--- src/rtl/wptr_full.sv ---
// Write-side pointer and full/almost-full/level tracking for the async FIFO.
// Define WPTR_OVERFLOW_EN to build the sticky overflow flag; otherwise overflow is tied low.
module wptr_full #(
  parameter int ADDR_WIDTH   = 4,
  parameter int AFULL_THRESH = 2
) (
  input  logic                  wclk,
  input  logic                  w_nrst,
  input  logic                  winc,
  input  logic [ADDR_WIDTH:0]   sync_rptr,
  input  logic                  ovf_clr,
  output logic                  wen,
  output logic [ADDR_WIDTH-1:0] waddr,
  output logic [ADDR_WIDTH:0]   wptr,
  output logic                  full,
  output logic                  almost_full,
  output logic [ADDR_WIDTH:0]   wlevel,
  output logic                  overflow
);

  localparam int PW    = ADDR_WIDTH + 1;
  localparam int DEPTH = 2 ** ADDR_WIDTH;
  localparam logic [PW-1:0] AFULL_LEVEL = PW'(DEPTH - AFULL_THRESH);

  logic [PW-1:0] wbin;
  logic [PW-1:0] nxt_wbin;
  logic [PW-1:0] nxt_wgray;
  logic [PW-1:0] rbin_sync;
  logic [PW-1:0] full_cmp;
  logic [PW-1:0] wlevel_nxt;
  logic          full_nxt;
  logic          almost_full_nxt;

  assign wen   = winc & ~full;
  assign waddr = wbin[ADDR_WIDTH-1:0];

  // Full when the write pointer is exactly one lap ahead: top two Gray bits inverted.
  assign full_cmp = {~sync_rptr[ADDR_WIDTH:ADDR_WIDTH-1], sync_rptr[ADDR_WIDTH-2:0]};

  always_comb begin
    nxt_wbin  = wbin + PW'(wen);
    nxt_wgray = nxt_wbin ^ (nxt_wbin >> 1);
    rbin_sync = '0;
    for (int i = 0; i < PW; i++) begin
      rbin_sync[i] = ^(sync_rptr >> i);
    end
    wlevel_nxt      = nxt_wbin - rbin_sync;
    full_nxt        = (nxt_wgray == full_cmp);
    almost_full_nxt = (wlevel_nxt >= AFULL_LEVEL);
  end

  always_ff @(posedge wclk or negedge w_nrst) begin
    if (!w_nrst) begin
      wbin        <= '0;
      wptr        <= '0;
      full        <= 1'b0;
      almost_full <= 1'b0;
      wlevel      <= '0;
    end else begin
      wbin        <= nxt_wbin;
      wptr        <= nxt_wgray;
      full        <= full_nxt;
      almost_full <= almost_full_nxt;
      wlevel      <= wlevel_nxt;
    end
  end

`ifdef WPTR_OVERFLOW_EN
  // Set has priority over clear so a blocked write is never missed.
  always_ff @(posedge wclk or negedge w_nrst) begin
    if (!w_nrst) begin
      overflow <= 1'b0;
    end else if (winc && full) begin
      overflow <= 1'b1;
    end else if (ovf_clr) begin
      overflow <= 1'b0;
    end
  end
`else
  logic unused_ovf_clr;
  assign unused_ovf_clr = ovf_clr;
  assign overflow       = 1'b0;
`endif

endmodule

--- config.mk ---
export PLATFORM = sky130hd
export DESIGN_NAME = wptr_full
export DESIGN_NICKNAME = d
export VERILOG_FILES = /design/src/rtl/wptr_full.sv
export SDC_FILE = /design/constraint.sdc
export NUM_CORES = 1
export LEC_CHECK = 0
export CAP_MARGIN = 20
export CORE_MARGIN = 2
export CORE_UTILIZATION = 45
export CTS_CLUSTER_DIAMETER = 150
export DETAILED_ROUTE_END_ITERATION = 16
export PLACE_DENSITY = 0.83
export SYNTH_ARGS = -nofsm -noshare
export SYNTH_HDL_FRONTEND = slang
export SYNTH_SLANG_ARGS = --single-unit
export TNS_END_PERCENT = 1
--- constraint.sdc ---
create_clock -name wclk -period 3.3 [get_ports wclk]
set_input_delay 0.66 -clock wclk [delete_from_list [all_inputs] [get_ports wclk]]
set_output_delay 0.66 -clock wclk [all_outputs]
set_load 0.005 [all_outputs]
==> impl_metrics.toml <==
[yosys]
seq_area_frac_synth_pct = 44.1
synth_top_area_share_pct = 44.1
synth_cells = 74
synth_area_leader_cell = "dfrtp_1"
synth_area_per_cell_um2 = 12.3
yosys_warnings = 0
ys_types = 28
synthTopCellsByArea = "dfrtp_1, xnor2_1, ha_1"
syn_area_um2 = 908
synth-seq-cells = 16
syn_nets = 89

[sta]
finalHoldViolCount = 0
post-route-period-util_pct = 95.0
hold-worst-slack_ns = 0.627
max_freq_mhz = 319
finClkSkew_ns = 0.00198
worst_pin_slew_ns = 0.705
fin_crit_ns = 3.14
setup_viol_count_final = 0
slew-limit-headroom_pct = 52.9
drv_slew = 0
rsz0062_at_grt = "no"

[die]
initial_core_util_pct = 46.8
io_pins = 27
coreArea_um2 = 1940
die_x_um = 48.9
row_count = 16
die_area_um2 = 2390
die_h_um = 48.9

[route]
drtIter0Drc = 4
ant_nets = 0
wl_per_cell_um = 12.0
drt-total-wl_um = 1610
drcViolationCount = 0
dr.pass1.iters = 4
via_per_inst = 4.57
via_count = 613

[job]
max_cap_viol_count = 0

[pwr]
p_per_area_nw_per_um2 = 1060
peakVddDrop_v = 0.000631
p_comb_share_pct = 64.8
clock_power_share_pct = 7.4
fin_total_pwr_uw = 1330
internal_power_uw = 837
p_seq_share_pct = 27.7
p_switching_uw = 489
p_sw_share_pct = 36.9
power_leakage_uw = 0.000572

[min_path]
hold_path_class = "register to register"

[clocking]
cts_tree = "yes"
cts_made_buffers = 3
cts.repair.resized = 0
clk_pin_slew_ns = 0.08
cts_num_sinks = 16
worstSkewPairLatency_ns = 0.28
cts.hold.buffers_added = 0
cts-root-buf = "clkbuf_4"
postCtsSetupBuffers = 0
cts_buffer_depth = 2
h-tree-depth = 1

[cells_and_area]
drive_gt1_share_pct = 15.0
synthToLayoutAreaGrowth_pct = 37.2
fillCellCount = 154
num_antenna_cells = 0
layout.nets = 124

[global_routing]
track_usage_pct = 14.9
antenna_found_initial = 0
grt_pass1_wl_um = 2710
gr-total-overflow = 0
grt_pass1_vias = 629
grt_max_degree = 17

[setup_path]
worst_ep_arrival_time_ns = 3.30
required_ns = 3.46
cp-start-kind = "input pin"
endpoint_kind = "register"
worstSetupPathType = "input pin to register"
cp_max_fo = 2

[placed_design]
io_buffers = 24
globalplace.congestion = 0.741
detailed_place_hpwl_um = 1300

[status]
status = "complete, no violations"
kinds of logic after synthesis:
kind of cell	after synthesis	share of synthesized area, %
compound gates	8	7.30
xor+xnor	21	25.9
fa+ha+maj	6	9.09
other cells	1	0.413
buf+inv	9	4.96
simple gates	13	8.26
flops	16	44.1
cells in the mapped netlist, drive strengths merged:
cell    instances
dfrtp          16
xnor2          10
xor2            9
inv             7
ha              5
nand3           4
buf             2
nand2           2
nor2b           2
o21ai           2
or2             2
or3             2
a21boi          1
a21oi           1
a221oi          1
a311o           1
a311oi          1
conb            1
fa              1
nor3            1
o211a           1
xnor3           1
xor3            1
power groups by stage:
stage	sequential, uW	combinational, uW	clock, uW
2_1_floorplan	371	516	0
3_3_place_gp	368	831	0
3_5_place_dp	372	862	0
4_1_cts	370	868	104
5_1_grt	382	934	108
6_report	368	860	98.7
layout by cell type (no fill, tap or decap), types with 2 or more instances in the layout:
| cell type | instances |
|---|---|
| clkbuf_4 | 3 |
| dfrtp_1 | 16 |
| inv_1 | 7 |
| or2_1 | 2 |
| clkdlybuf4s50_1 | 24 |
| ha_1 | 5 |
| xor2_2 | 2 |
| buf_4 | 8 |
| nand2_1 | 2 |
| nor2b_1 | 2 |
| xor2_1 | 7 |
| nand3_1 | 3 |
| or3_1 | 2 |
| xnor2_1 | 9 |
layout make-up:
type / instances / area, um^2 / area share (%)
multi-input cells: 49 / 463 / 37.1
flip-flops and latches: 16 / 400 / 32.1
clock buffers: 3 / 22.5 / 1.81
well taps: 27 / 33.8 / 2.71
inverters: 7 / 26.3 / 2.11
repair buffers: 32 / 300 / 24.1
worst max-delay path, cell delays in order:
cell and delay [ns]:
clkdlybuf4s50_1 0.46, xnor2_2 0.27, xor2_2 0.23, xor2_2 0.19, xnor2_1 0.09, ha_1 0.21
fa_1 0.39, nor2b_1 0.17, nor3_1 0.08, o211a_1 0.22, a311o_1 0.32
flip-flops by register name, indices dropped and copies added, names as in the netlist:
| name | flops |
|---|---|
| almost_full | 1 |
| wlevel | 5 |
| wbin | 5 |
| full | 1 |
| wptr | 4 |
metal layers:
layer	vias to the layer above	share of wire, %	routed length [um]	global-route usage (%)
met1	291	45	720	17.7
met3	0	4.5	72	2.76
met2	15	51	819	26.3
met5	-	0	0	0
li1	307	-	-	-
met4	0	0	0	6.19
path summary, 6_finish.rpt:
check                                   endpoint  slack (ns)               from  cells after the start
setup / recovery           almost_full$_DFF_PN0_        0.16       sync_rptr[4]                     11
hold / removal                 wbin[0]$_DFF_PN0_        0.63  wbin[0]$_DFF_PN0_                      1
setup reg to reg           almost_full$_DFF_PN0_        0.78     full$_DFF_PN0_                      9
hold reg to reg                wbin[0]$_DFF_PN0_        0.63  wbin[0]$_DFF_PN0_                      1
max in group asynchronous      wbin[1]$_DFF_PN0_        2.06             w_nrst                      1
min in group asynchronous      wptr[3]$_DFF_PN0_        0.80             w_nrst                      1
metrics by stage:
step	area [um^2]	util [%]	cells	setup TNS (ns)	setup WS (ns)
6_report	1250	64.2	134	0	0.165
5_1_grt	1250	64.2	134	0	0.00759
4_1_cts	1250	64.2	134	0	0.150
3_5_place_dp	1220	63.0	131	-0.168	-0.133
3_3_place_gp	1220	63.0	131	-0.0963	-0.0915
2_1_floorplan	908	-	74	0	0.466
Note: power is estimated with default switching activity, not from simulation.
